## src/rtl/twiddle_pkg.sv

```systemverilog
// Shared types and helpers for the twiddle angle scheduler.
package twiddle_pkg;

  typedef enum logic [1:0] {
    IDLE  = 2'd0,
    RUN   = 2'd1,
    DRAIN = 2'd2
  } tw_sched_state_t;

  // Stages 1 and 2 use trivial twiddles and bypass the CORDIC pipe.
  localparam int unsigned MIN_CORDIC_STAGE = 3;

  // Angle index for butterfly b of DIT stage s: (b mod 2^(s-1)) << (log2n-s).
  function automatic int unsigned tw_angle(input int unsigned b,
                                           input int unsigned s,
                                           input int unsigned log2n);
    int unsigned mask;
    mask = (32'd1 << (s - 1)) - 32'd1;
    return (b & mask) << (log2n - s);
  endfunction

endpackage

```

## src/rtl/tw_credit_cnt.sv

```systemverilog
// Credit counter: starts full, take consumes one credit, give returns one.
module tw_credit_cnt #(
  parameter  int unsigned DEPTH = 16,
  localparam int unsigned CW    = $clog2(DEPTH + 1)
) (
  input  logic          clk,
  input  logic          rst,
  input  logic          take,
  input  logic          give,
  output logic [CW-1:0] avail,
  output logic          full
);

  logic give_ok;

  assign full    = (avail == CW'(DEPTH));
  // A return with every credit already home is dropped.
  assign give_ok = give & ~full;

  // Credit count update; simultaneous take and give cancel out.
  always_ff @(posedge clk) begin
    if (rst) begin
      avail <= CW'(DEPTH);
    end else if (take && !give_ok) begin
      avail <= avail - 1'b1;
    end else if (give_ok && !take) begin
      avail <= avail + 1'b1;
    end
  end

  // Flag credit returns that arrive while the counter is already full.
  always_ff @(posedge clk) begin
    if (!rst) begin
      assert (!(give && full)) else $error("credit returned with all credits home");
    end
  end

endmodule

```

## src/rtl/twiddle_angle_sched.sv

```systemverilog
// Twiddle angle scheduler: emits the NFFT/2 angle indices of one FFT stage,
// PARL lanes per beat, throttled by credits returned from the twiddle pipe.
module twiddle_angle_sched
  import twiddle_pkg::*;
#(
  parameter  int unsigned NFFT       = 256,
  parameter  int unsigned PARL       = 1,
  parameter  int unsigned PIPE_DEPTH = 16,
  parameter  int unsigned MIN_STAGE  = MIN_CORDIC_STAGE,
  localparam int unsigned LOG2N      = $clog2(NFFT),
  localparam int unsigned SW         = $clog2(LOG2N + 1)
) (
  input  logic                        clk,
  input  logic                        rst,
  input  logic                        start,
  input  logic [SW-1:0]               stage,
  output logic                        busy,
  output logic                        done,
  output logic                        err,
  output logic [PARL-1:0][LOG2N-1:0]  ang_tdata,
  output logic                        ang_tvalid,
  output logic                        ang_tlast,
  input  logic                        ang_tready,
  input  logic                        cred_ret
);

  localparam int unsigned BEATS = NFFT / (2 * PARL);
  localparam int unsigned BW    = (BEATS > 1) ? $clog2(BEATS) : 1;
  localparam int unsigned CW    = $clog2(PIPE_DEPTH + 1);

  tw_sched_state_t             state, state_n;
  logic [BW-1:0]               beat;
  logic [SW-1:0]               stage_q;
  logic [PARL-1:0][LOG2N-1:0]  data_n;
  logic                        last_n;
  logic                        hs, accept, bad, full;
  logic [CW-1:0]               avail;

  assign hs     = ang_tvalid & ang_tready;
  assign bad    = (stage < SW'(MIN_STAGE)) || (stage > SW'(LOG2N));
  assign accept = (state == IDLE) && start && !bad;

  assign busy       = (state != IDLE);
  assign done       = (state == DRAIN) && full;
  assign ang_tvalid = (state == RUN) && (avail != '0);

  tw_credit_cnt #(.DEPTH(PIPE_DEPTH)) u_cred (
    .clk   (clk),
    .rst   (rst),
    .take  (hs),
    .give  (cred_ret),
    .avail (avail),
    .full  (full)
  );

  // Angles for the beat to be presented next: beat 0 of the requested stage
  // on acceptance, otherwise the beat following the current one.
  always_comb begin
    int unsigned s;
    int unsigned nb;
    s  = accept ? 32'(stage) : 32'(stage_q);
    nb = accept ? 32'd0 : 32'(beat) + 32'd1;
    for (int unsigned i = 0; i < PARL; i++) begin
      data_n[i] = LOG2N'(tw_angle(nb * PARL + i, s, LOG2N));
    end
    last_n = (nb == BEATS - 1);
  end

  // Next-state logic.
  always_comb begin
    state_n = state;
    case (state)
      IDLE:    if (accept) state_n = RUN;
      RUN:     if (hs && ang_tlast) state_n = DRAIN;
      DRAIN:   if (full) state_n = IDLE;
      default: state_n = IDLE;
    endcase
  end

  // State, stage latch, beat counter and output registers; the beat only
  // advances on a handshake so data and last stay stable under stalls.
  always_ff @(posedge clk) begin
    if (rst) begin
      state     <= IDLE;
      beat      <= '0;
      stage_q   <= '0;
      ang_tdata <= '0;
      ang_tlast <= 1'b0;
      err       <= 1'b0;
    end else begin
      state <= state_n;
      err   <= (state == IDLE) && start && bad;
      if (accept) begin
        stage_q   <= stage;
        beat      <= '0;
        ang_tdata <= data_n;
        ang_tlast <= last_n;
      end else if (hs) begin
        if (ang_tlast) begin
          beat      <= '0;
          ang_tdata <= '0;
          ang_tlast <= 1'b0;
        end else begin
          beat      <= beat + 1'b1;
          ang_tdata <= data_n;
          ang_tlast <= last_n;
        end
      end
    end
  end

endmodule

```

## config.mk

```make
export PLATFORM = sky130hd
export DESIGN_NAME = twiddle_angle_sched
export DESIGN_NICKNAME = d
export VERILOG_FILES = /design/src/rtl/twiddle_pkg.sv /design/src/rtl/tw_credit_cnt.sv /design/src/rtl/twiddle_angle_sched.sv
export SDC_FILE = /design/constraint.sdc
export NUM_CORES = 1
export LEC_CHECK = 0
export ABC_AREA = 0
export BUFFER_PORTS_ARGS = -buffer_cell sky130_fd_sc_hd__buf_2
export CAP_MARGIN = 20
export CORE_MARGIN = 2
export CORE_UTILIZATION = 65
export CTS_BUF_LIST = sky130_fd_sc_hd__clkbuf_4
export CTS_CLUSTER_SIZE = 25
export DETAILED_ROUTE_END_ITERATION = 8
export PLACE_DENSITY = 0.85
export SYNTH_ARGS = -nofsm -noshare
export SYNTH_HDL_FRONTEND = slang
export SYNTH_SLANG_ARGS = --single-unit
```

## constraint.sdc

```tcl
create_clock -name clk -period 6.2 [get_ports clk]
set_clock_uncertainty 0.05 [all_clocks]
set_input_delay 0.62 -clock clk [delete_from_list [all_inputs] [get_ports clk]]
set_output_delay 0.62 -clock clk [all_outputs]
set_load 0.03 [all_outputs]
```

# == Word level (Yosys, flattened, before mapping) ==
# Cells that the tools add are included.
# classes
addsub,7
order_cmp,2
eq_ne,7
shifts,2
n_mux,15
bitwise_logic,4
n_reduce_logical,19
# op_table
operator,n
AND 8 x 32 -> 32 bit,1
two-way mux 8 bit,4
left shift 1 x 32 -> 32 bit (first input constant),1
left shift 32 x 32 -> 8 bit,1
subtractor 32 x 1 -> 32 bit (second input constant),1
two-way mux 5 bit,2
adder 7 x 1 -> 8 bit (second input constant),1
== test 8 x 7 -> 1 bit (second input constant),1
logical AND 1 bit,8
adder 7 x 1 -> 7 bit (second input constant),1
two-way mux 7 bit,1
two-way mux 2 bit,3
one-hot mux 2 bit (3 select lines),1
nonzero test 2 bit,3
adder 5 x 1 -> 5 bit (second input constant),1
== test 5 bit (second input constant),1
nonzero test 5 bit,1
subtractor 4 x 1 -> 5 bit (second input constant),1
subtractor 4 x 4 -> 5 bit (first input constant),1
subtractor 5 x 1 -> 5 bit (second input constant),1
greater-than comparator 4 bit (second input constant),1
< comparator 4 x 2 -> 1 bit (second input constant),1
two-way mux 4 bit,1
!= test 2 bit (second input constant),2
other kinds (11),16
# totals
register_bits,28
output_inout_bits,13
wordCells,63

# == Longest topological paths before layout ==
# depth
depth_word,13
depth_mapped,20

# == Cells and area by module ==
# Synthesis repeated with hierarchy kept, for this count alone.
# unflattened
cells_unflattened,260
area_unflattened_um2,2094.5
# modules_own_cells
module,n_inst,cells_each,area_each_um2
twiddle_angle_sched,1,218,1736.7
tw_credit_cnt,1,42,357.8

# == Least setup slack after synthesis ==
# Ideal clock, no wire load.
# synth_timing
path_kind,input-to-reg
from,input port stage[3]
to,register ang_tdata[7] (netlist name)
arrival_time_ns,3.972
path_slack_ns,2.093
path_stages,16
path_buffers,1
path_cell_list,or4b_1 -> o22ai_4 -> mux2i_1 -> buf_2 -> ha_1 -> o21bai_1 -> a21oi_1 -> nor2_1 -> a21oi_1 -> nand4_1 -> ha_1 -> nand3b_1 -> or4_4 -> nand3_2 -> a21boi_2 -> o31ai_2
# synth_between
elab_chain_len,13
# synth_rtl
item,line_no,source
from (decl),twiddle_angle_sched.sv:16,"input logic [SW-1:0] stage,"
< comparator 4 x 2 -> 1 bit / greater-than comparator 4 bit (equally long branches),twiddle_angle_sched.sv:40,assign bad = (stage < SW'(MIN_STAGE)) || (stage > SW'(LOG2N));
logical OR 1 bit,twiddle_angle_sched.sv:40,
logical NOT 1 bit,twiddle_angle_sched.sv:41,assign accept = (state == IDLE) && start && !bad;
logical AND 1 bit,twiddle_angle_sched.sv:41,
two-way mux 4 bit,twiddle_angle_sched.sv:61,s = accept ? 32'(stage) : 32'(stage_q);
subtractor 4 x 1 -> 5 bit,twiddle_pkg.sv:18,mask = (32'd1 << (s - 1)) - 32'd1;
left shift 1 x 32 -> 32 bit,twiddle_pkg.sv:18,
subtractor 32 x 1 -> 32 bit,twiddle_pkg.sv:18,
AND 8 x 32 -> 32 bit,twiddle_pkg.sv:19,return (b & mask) << (log2n - s);
left shift 32 x 32 -> 8 bit,twiddle_pkg.sv:19,
two-way mux 8 bit,twiddle_angle_sched.sv:99,if (ang_tlast) begin
two-way mux 8 bit,twiddle_angle_sched.sv:98,end else if (hs) begin
two-way mux 8 bit,twiddle_angle_sched.sv:93,if (accept) begin
to (signal assigned),twiddle_angle_sched.sv:96,ang_tdata <= data_n;
to (signal assigned),twiddle_angle_sched.sv:105,ang_tdata <= data_n;
to (decl),twiddle_angle_sched.sv:20,"output logic [PARL-1:0][LOG2N-1:0] ang_tdata,"
# Several ways; a longest one is shown, not always the timed one. The select of a mux whose other input is x is not followed.
# A chain may end at the register's enable or synchronous reset.

# == Final worst setup path ==
# layout_timing
from,input port stage[3]
to,register ang_tdata[3] (netlist name)
# The elaborated chain is that of the path after synthesis.

==> run metrics <==
Ports=22; grt met3 use=0.0286; Area Growth Syn to Fin=6.31%; dpl hpwl=3420 um; Yosys top cell area share=0.288; DIE HEIGHT=58.7 um; grt met1 use=0.407; Setup TNS=0 ns; worst-path fanout max=13; Cell Pwr Density=190 nW/um^2; Gate Count Post-Synth=248; Leakage=0.000867 uW; share of layout cells above drive strength 1=0.146; Critical Path AT=4.44 ns; # H-tree levels=1; Slew Viols, Final=0; Clock Sinks=28; Critical-path top delay cell=or4b_1; root buf cell=clkbuf_4; DR vias=1855; largest net degree at the start of global routing=23; endpoints failing setup=0; slew of the pin with the lowest slew margin=0.548 ns; Setup Fix Bufs, Post-CTS=0; Period Utilization, post-route=0.684; clock-pin slew on the worst setup and hold paths=0.15 ns; GRT Max-Usage Layer=met2; Worst Path Required=6.39 ns; asr flop ratio synth=0; Buf+Inv Stages, Crit Path=2; relative slew slack=0.634; top cells by count, synth=nor2_1 (39), dfxtp_1 (28), a21oi_1 (24); placeable core area=2810 um^2; routed len/inst=15.8 um; post-route ant nets=0; R2R setup slack=2.00 ns; PortBufs=21; register area=561 um^2; met2 usage in global routing=0.446; 1st-iter DRT viols=122; Final Hold Fails=0; Top delay family on crit path=simple AND/OR/NAND/NOR gates; fmax=236 MHz; Pwr Total=393 uW; total grt overflow=0; antenna violations before repair=0; CTS Hold Bufs=0; worst-case reg-to-reg path depth=16; clk buf depth=2; # DRC=1; Startpoint Class=input port; min-delay worst type=reg -> reg; count of max-cap constraint violations=0; Mapped Nets=265; first-pass GRT wire length=7530 um; Clock Latency Late Sink=0.32 ns; PostCTS Resize Cnt=0; outcome=finished with violations; Yosys top cell by area=dfxtp_1; post-synthesis cell type count=59; Setup CP Type=in -> reg; Crit. End Element=flop; Final Wtd Congestion=0.970; Synth Cell Area=1940 um^2; layout net count=280; minimum clock period=4.24 ns; ys flop type=dfxtp_1; DP Cell Count=289; Crit path depth=17; CTS tree=done; Hold Path Depth=2; vias in the first global route=1642; hold path start=ang_tdata[2]$_SDFFE_PP0P_; # fillers=246; TritonRoute pass-1 iters=6; most frequent cell after synthesis=nor2_1; Inserted Clock Buffers=3; failing checks=DRC; Core Rows=19; maximum vdd drop=0.130 mV; Area contributors post-synth=dfxtp_1 (29%), nor2_1 (7.5%), a21oi_1 (6.2%); RSZ-0062 raised after global routing=false; n_diodes=0; Synth Register Bits=28; routed wire length=4630 um; vias per cell=6.35; worst r2r src=state[1]$_SDFFE_PP0P_; Worst Setup SP=stage[3]; post-layout instance count excluding filler cells=292; CP Cell Sequence=buf_2, or4b_1, o22ai_4, mux2i_1, buf_4, ha_1, o21bai_1, a21oi_1, nor2_1, a21oi_1, nand4_1, ha_1, nand3b_1, or4_4, nand3_2, mux2i_1, o41ai_2; Initial Utilization=0.693; die area=3440 um^2; Post-synth EDFFs=0; Critical Path Max Stage Delay=0.60 ns; register area share after synthesis=0.288; Synth Warn #=0; footprint of the multi-input gates=1300 um^2; chip width=58.7 um; Avg Inst Size Synth=7.84 um^2; Global Route Usage Sum=0.279
[per-stage QoR]
step | util | cell area, um^2 | worst slack, ns | hold slack (ns)
3_5_place_dp | 0.728 | 2040 | 1.66 | 0.429
2_1_floorplan | - | 1940 | 2.09 | 0.438
6_report | 0.736 | 2070 | 1.96 | 0.461
5_1_grt | 0.736 | 2070 | 1.77 | 0.487
3_3_place_gp | 0.728 | 2040 | 1.72 | 0.422
4_1_cts | 0.736 | 2070 | 1.99 | 0.464
[cell families after synthesis]
group	count (synthesis)	synth area share
AND/OR/NAND/NOR	112	0.301
adder cells (fa/ha/maj)	8	0.0554
buffers and inverters	21	0.0438
flip-flops	28	0.288
multiplexers	6	0.0309
AO/OA/AOI/OAI	61	0.218
XOR/XNOR	12	0.0618
[tightest hold or removal path, delay by kind of cell, from the launching register on]
kind,cells,cell delay [ns]
AO/OA/AOI/OAI,1,0.06
flip-flops,1,0.36
AND/OR/NAND/NOR,1,0.07
[registers in the layout, summed over array words and instances, names as in the netlist]
name,cells
beat,7
ang_tlast,1
err,1
stage_q,4
ang_tdata,8
u_cred.avail,5
state,2
[final cells by class]
type                       count  area share
multi-input combinational    199       0.628
tap                           31      0.0188
sequential                    28       0.271
clock buffer                   3      0.0109
timing repair buffer          22      0.0545
inverter                       9      0.0164
[worst paths after layout]
check | to
max reg2reg | ang_tdata[3]$_SDFFE_PP0P_
max | ang_tdata[3]$_SDFFE_PP0P_
min | ang_tdata[2]$_SDFFE_PP0P_
min reg2reg | ang_tdata[2]$_SDFFE_PP0P_
[per-layer routing]
layer  vias up  routed length [um]
li1        922                   -
met1       858                2170
met2        65                2120
met3        10                 278
met4         0                  57
met5         -                   0
[report_power, final]
| part | total [uW] | internal (uW) | leakage (uW) | switching (uW) |
|---|---|---|---|---|
| Combinational | 121 | 42.9 | 0.000627 | 78.3 |
| Clock | 75.8 | 22.8 | 0.0000138 | 53.0 |
| Sequential | 196 | 187 | 0.000227 | 8.31 |
| Total | 393 | 253 | 0.000867 | 140 |
[placed cells by master, fill, tap and decap left out, types with 2 or more instances in the layout]
cell type	netlist	routed
a21oi_1	24	24
mux2i_1	6	6
nand3b_1	7	7
xnor2_2	2	2
nor4_1	4	4
nor3_1	11	11
xor2_1	8	8
o21ai_0	8	8
a32oi_1	2	2
nand2b_1	3	3
nand3_1	12	12
ha_1	7	7
inv_1	9	9
a21o_1	4	4
dfxtp_1	28	28
nor3b_1	3	3
nor2_1	39	39
a22oi_1	3	3
nor3_2	2	2
xnor2_1	2	2
nand4_1	2	2
nand2_1	15	15
nor2b_1	3	3
clkbuf_4	0	3
buf_2	2	21
(Power assumes the default switching activity.)
